File: config.mk
export PLATFORM = sky130hd
export DESIGN_NAME = weight_mac_receiver_flat
export DESIGN_NICKNAME = d
export VERILOG_FILES = /design/src/rtl/weight_mac_receiver_if.sv /design/src/rtl/weight_mac_receiver.sv /design/src/flat_wrapper.sv
export SDC_FILE = /design/constraint.sdc
export NUM_CORES = 1
export LEC_CHECK = 0
export BUFFER_PORTS_ARGS = -buffer_cell sky130_fd_sc_hd__buf_2
export CAP_MARGIN = 20
export CORE_MARGIN = 1.5
export CORE_UTILIZATION = 50
export DETAILED_ROUTE_END_ITERATION = 16
export GPL_TIMING_DRIVEN = 0
export MAX_ROUTING_LAYER = met4
export PLACE_DENSITY = 0.68
export REMOVE_ABC_BUFFERS = 1
export SYNTH_ARGS = -nofsm -noshare
export SYNTH_HDL_FRONTEND = slang
export SYNTH_SLANG_ARGS = --single-unit
File: constraint.sdc
create_clock -name clk -period 12.5 [get_ports clk]
set_input_delay 0.625 -clock clk [delete_from_list [all_inputs] [get_ports clk]]
set_output_delay 0.625 -clock clk [all_outputs]
set_load 0.03 [all_outputs]
File: src/rtl/weight_mac_receiver_if.sv
// Loader/controller bundle for the weight MAC receiver: weight writes, run request, status back.
interface weight_mac_receiver_if;
    logic        wr_en;
    logic [1:0]  wr_addr;
    logic [31:0] wr_data;
    logic        start;
    logic [31:0] x_in;
    logic        busy;
    logic        done;
    logic [3:0]  unit_out;
    logic [3:0]  loaded;
    logic        start_err;
    logic        wr_drop;

    modport master (
        output wr_en, wr_addr, wr_data, start, x_in,
        input  busy, done, unit_out, loaded, start_err, wr_drop
    );

    modport slave (
        input  wr_en, wr_addr, wr_data, start, x_in,
        output busy, done, unit_out, loaded, start_err, wr_drop
    );
endinterface

File: src/rtl/weight_mac_receiver.sv
// Weight bank plus sequential 4-unit x 4-input signed MAC layer with threshold activation.
// One product per cycle; each unit takes 4 MAC cycles plus one activation cycle.
module weight_mac_receiver #(
    parameter int unsigned ACC_W  = 18,
    parameter int signed   THRESH = 0
) (
    input logic             clk,
    input logic             reset,
    weight_mac_receiver_if.slave bus
);

    typedef enum logic [1:0] {IDLE, MAC, ACT, DONE} state_t;

    localparam logic signed [ACC_W-1:0] THRESH_V = ACC_W'(THRESH);

    state_t                  state_q;
    logic [31:0]             w_q [4];
    logic [31:0]             x_q;
    logic signed [ACC_W-1:0] acc_q;
    logic [1:0]              u_q;
    logic [1:0]              j_q;
    logic [3:0]              loaded_q;
    logic [3:0]              result_q;
    logic [3:0]              unit_out_q;
    logic                    busy_q;
    logic                    done_q;
    logic                    start_err_q;
    logic                    wr_drop_q;

    logic signed [7:0]       w_byte;
    logic signed [7:0]       x_byte;
    logic signed [15:0]      prod;
    logic signed [ACC_W-1:0] acc_d;
    logic                    fire;
    logic [3:0]              result_d;

    // Datapath: current weight/input byte, product, running sum and activation bit.
    always_comb begin
        w_byte   = w_q[u_q][{j_q, 3'b000} +: 8];
        x_byte   = x_q[{j_q, 3'b000} +: 8];
        prod     = w_byte * x_byte;
        acc_d    = acc_q + ACC_W'(prod);
        fire     = (acc_q > THRESH_V);
        result_d = result_q;
        result_d[u_q] = fire;
    end

    always_ff @(posedge clk) begin
        if (reset) begin
            state_q     <= IDLE;
            for (int i = 0; i < 4; i++) w_q[i] <= '0;
            x_q         <= '0;
            acc_q       <= '0;
            u_q         <= '0;
            j_q         <= '0;
            loaded_q    <= '0;
            result_q    <= '0;
            unit_out_q  <= '0;
            busy_q      <= 1'b0;
            done_q      <= 1'b0;
            start_err_q <= 1'b0;
            wr_drop_q   <= 1'b0;
        end else begin
            done_q      <= 1'b0;
            start_err_q <= 1'b0;
            wr_drop_q   <= 1'b0;

            // Writes land only while idle; the start check below sees the pre-edge loaded mask.
            if (bus.wr_en) begin
                if (state_q == IDLE) begin
                    w_q[bus.wr_addr]      <= bus.wr_data;
                    loaded_q[bus.wr_addr] <= 1'b1;
                end else begin
                    wr_drop_q <= 1'b1;
                end
            end

            case (state_q)
                IDLE: begin
                    if (bus.start) begin
                        if (loaded_q == 4'hF) begin
                            x_q     <= bus.x_in;
                            acc_q   <= '0;
                            u_q     <= '0;
                            j_q     <= '0;
                            busy_q  <= 1'b1;
                            state_q <= MAC;
                        end else begin
                            start_err_q <= 1'b1;
                        end
                    end
                end
                MAC: begin
                    acc_q <= acc_d;
                    j_q   <= j_q + 2'd1;
                    if (j_q == 2'd3) state_q <= ACT;
                end
                ACT: begin
                    result_q <= result_d;
                    acc_q    <= '0;
                    j_q      <= '0;
                    if (u_q == 2'd3) begin
                        unit_out_q <= result_d;
                        done_q     <= 1'b1;
                        state_q    <= DONE;
                    end else begin
                        u_q     <= u_q + 2'd1;
                        state_q <= MAC;
                    end
                end
                DONE: begin
                    busy_q  <= 1'b0;
                    state_q <= IDLE;
                end
                default: state_q <= IDLE;
            endcase
        end
    end

    assign bus.busy      = busy_q;
    assign bus.done      = done_q;
    assign bus.unit_out  = unit_out_q;
    assign bus.loaded    = loaded_q;
    assign bus.start_err = start_err_q;
    assign bus.wr_drop   = wr_drop_q;

endmodule

File: src/flat_wrapper.sv
// flat-port wrapper written by rule: the top's interface ports become plain ports
module weight_mac_receiver_flat 
#(
    parameter int unsigned ACC_W  = 18,
    parameter int signed   THRESH = 0
)
  (clk, reset, bus_wr_en, bus_wr_addr, bus_wr_data, bus_start, bus_x_in, bus_busy, bus_done, bus_unit_out, bus_loaded, bus_start_err, bus_wr_drop);
  weight_mac_receiver_if bus_i ();
  input logic clk;
  input logic reset;
  input wire logic [$bits(bus_i.wr_en)-1:0] bus_wr_en;
  input wire logic [$bits(bus_i.wr_addr)-1:0] bus_wr_addr;
  input wire logic [$bits(bus_i.wr_data)-1:0] bus_wr_data;
  input wire logic [$bits(bus_i.start)-1:0] bus_start;
  input wire logic [$bits(bus_i.x_in)-1:0] bus_x_in;
  output wire logic [$bits(bus_i.busy)-1:0] bus_busy;
  output wire logic [$bits(bus_i.done)-1:0] bus_done;
  output wire logic [$bits(bus_i.unit_out)-1:0] bus_unit_out;
  output wire logic [$bits(bus_i.loaded)-1:0] bus_loaded;
  output wire logic [$bits(bus_i.start_err)-1:0] bus_start_err;
  output wire logic [$bits(bus_i.wr_drop)-1:0] bus_wr_drop;
  assign bus_i.wr_en = bus_wr_en;
  assign bus_i.wr_addr = bus_wr_addr;
  assign bus_i.wr_data = bus_wr_data;
  assign bus_i.start = bus_start;
  assign bus_i.x_in = bus_x_in;
  assign bus_busy = bus_i.busy;
  assign bus_done = bus_i.done;
  assign bus_unit_out = bus_i.unit_out;
  assign bus_loaded = bus_i.loaded;
  assign bus_start_err = bus_i.start_err;
  assign bus_wr_drop = bus_i.wr_drop;
  weight_mac_receiver #(.ACC_W(ACC_W), .THRESH(THRESH)) u_core (.clk(clk), .reset(reset), .bus(bus_i));
endmodule
==> impl_metrics.ini <==
[timing]
whs_ns = 0.351
timing.fmax_ghz = 0.144
slew-limit-headroom_pct = 35.5
drv_slew = 0
layout_min_cycle_time_ns = 6.94
finalWorstSetupSlack_ns = 5.56
skew_ns = 0.0106
finalHoldViolations = 0
setup_viol = 0
worstMarginPinSlew_ns = 0.964
setup_tns_ns = 0
rsz0062_at_grt = no
fin_crit_sh_pct = 55.5

[critical_path]
reg2reg_depth = 15
crit_arrival_ns = 7.38
crit_required_ns = 12.95
timing.critical_path.mode_cell = fa_1
crit_fanout = 32
critical_path_class = reg -> reg
end_kind = flip-flop
cp-start-kind = flip-flop
reg2reg_slack_ns = 5.56
slowest_stage = dfxtp_2
slowest_delay_ns = 0.89
cp_cell_sequence = mux4_2 > mux4_2 > and2_1 > fa_1 > fa_1 > fa_1 > fa_1 > fa_1 > ha_1 > or3_1 > o211ai_1 > a31oi_1 > or3_1 > a2111o_1 > nand3_1

[floorplanning]
rows = 56
io_pins = 82
fp.coreArea_sq_um = 23300
start_util_pct = 50.8
fp.dieH_microns = 157
dieArea_sq_um = 24600
dieWidth_microns = 157

[finish]
drive_gt1_share_pct = 16.5
area_growth_pct = 13.6
final_cells = 1405
nets = 1272

[drt]
antenna_left = 0
dr.pass1.iters = 7
viasPerCell = 5.32
routed_wl_microns = 24400
wl_per_cell_microns = 17.4
via_count = 7479
drt_iter0_markers = 388
drc = 0

[yosys]
ys_types = 49
synth.top_cell.area_share_pct = 32.4
ys.warnings.count = 0
yosysSeqAreaShare_pct = 44.8
synth_area_per_cell_sq_um = 11.9
ys.flop_type = edfxtp_1
synth-async-reset-ratio_pct = 0
syn_inst = 995
synth_area_sq_um = 11900
synthTopCellsByArea = edfxtp_1 32%, fa_1 14%, dfxtp_1 12%, and2_1 8.8%, mux4_2 7.4%
ys_ff_latch = 201
yosys.area.top_type = edfxtp_1
synth_edf_count = 128

[clock_tree]
cts_root_buffer = clkbuf_16
numCtsBuffers = 22
htree_levels = 1
cts_buffer_depth = 3
clock-sinks = 201
cts_resized = 0
clkTransAtPathRegs_ns = 0.06
post-cts-setup-buffer-count = 0
cts_hold_buf = 0
tritoncts = done
clk_latency_ns = 0.51

[grt]
grt_max_degree = 39
grt_pass1_vias = 7929
antenna_found_initial = 1
grt_pass1_wl_microns = 40800
overflow = 0
grt_usage_pct = 21.8

[placed_design]
gp_congestion = 0.841
hpwl_microns = 17400
io_buffers = 81
placedCellCount = 1366
dp_slack_ns = 5.50

[power_and_ir_drop]
total_power_w = 0.00147
leakagePower_nw = 5.81
irDropWorstVdd_uv = 120
powerDensity_nw_per_um2 = 109

[worst_hold_path]
min_path_type = in -> reg
min_path_cells = 3

[status]
status = finished, final reports clean

[job]
cap_violations = 0
-- sequential cells by signal, indices dropped and copies added (netlist names), named ones only --
| name | count |
|---|---|
| u_core.bus.done | 1 |
| u_core.result_q | 3 |
| u_core.state_q | 2 |
| u_core.bus.start_err | 1 |
| u_core.u_q | 2 |
| u_core.bus.unit_out | 4 |
| u_core.bus.wr_drop | 1 |
| u_core.x_q | 32 |
| u_core.bus.loaded | 4 |
| u_core.acc_q | 18 |
| u_core.bus.busy | 1 |
| u_core.j_q | 2 |
| u_core.w_q | 128 |
-- layout by cell type, fill, tap and decap left out, drive strengths merged, types with 26 or more instances in the layout --
cell type	count
a21oi	60
and2	167
buf	95
clkbuf	26
dfxtp	73
edfxtp	128
fa	80
ha	51
inv	93
mux4	47
nand2	110
nor2	28
-- cell families after synthesis --
| family | after synthesis | share of synthesized area, % |
|---|---|---|
| muxes | 52 | 9.62 |
| and+or+nand+nor | 352 | 15.5 |
| DFF | 201 | 44.8 |
| adders and majority gates | 131 | 18.9 |
| AOI/OAI and AO/OA | 107 | 5.38 |
| buffers and inverters | 136 | 4.61 |
| xor gates and xnor gates | 16 | 1.18 |
-- synthesized netlist by cell type, drive strengths merged, types with 2 or more instances --
master / n
o21bai: 2
clkbuf: 35
or3: 4
dfxtp: 73
nor3b: 2
nand3b: 2
o21a: 2
buf: 8
mux4: 47
a22o: 4
mux2i: 4
a22oi: 4
a211oi: 9
o211ai: 3
and3: 4
xnor2: 14
a21oi: 60
fa: 80
edfxtp: 128
nor3: 6
xor2: 2
or2: 5
nor2: 28
nand2: 110
nand4: 3
nand3: 13
ha: 51
o21ai: 11
nor4: 4
a21o: 7
and2: 167
nand2b: 2
inv: 93
-- power by group --
group          internal, W  leakage (nW)  switching [W]
registers         0.000727          1.97     0.00000472
logic            0.0000236          3.48      0.0000371
clock network     0.000416         0.359       0.000261
-- worst max-delay path: cells and delay by family, from the launching register on --
family / cells / cell delay (ns)
adder cells (fa/ha/maj): 6 / 2.84
flip-flops: 1 / 0.89
AND/OR/NAND/NOR: 4 / 1.28
AO/OA/AOI/OAI: 3 / 0.80
multiplexers: 2 / 1.04
-- metrics by stage --
step,util [%],area [sq um]
floorplan,-,11700
global placement,53.4,12500
detailed placement,54.5,12700
CTS,57.7,13500
global route,57.7,13500
finish,57.7,13500
-- per-layer routing --
| metal | routed length [microns] | up-vias | global-route usage, % |
|---|---|---|---|
| met5 | 0 | - | - |
| met4 | 465 | 0 | 4.99 |
| met1 | 10500 | 3767 | 27.4 |
| met2 | 12500 | 128 | 37.6 |
| met3 | 951 | 38 | 2.97 |
| li1 | - | 3546 | - |
-- worst paths after layout --
check                                   endpoint          start
worst max-delay path            u_core.acc_q[17]      flip-flop
worst max register to register  u_core.acc_q[17]      flip-flop
worst min-delay path              u_core.x_q[12]   bus_x_in[12]
worst min register to register     u_core.x_q[9]  u_core.x_q[9]
-- layout make-up --
| class | instances | area (sq um) |
|---|---|---|
| diodes | 1 | 2.50 |
| inverters | 93 | 349 |
| clock inverters | 12 | 164 |
| well taps | 319 | 399 |
| fillers | 1892 | 9870 |
| repair buffers | 95 | 637 |
| flip-flops and latches | 201 | 5310 |
| multi-input cells | 658 | 6020 |
| clock buffers | 26 | 587 |
Note: power is estimated with default switching activity, not from simulation.
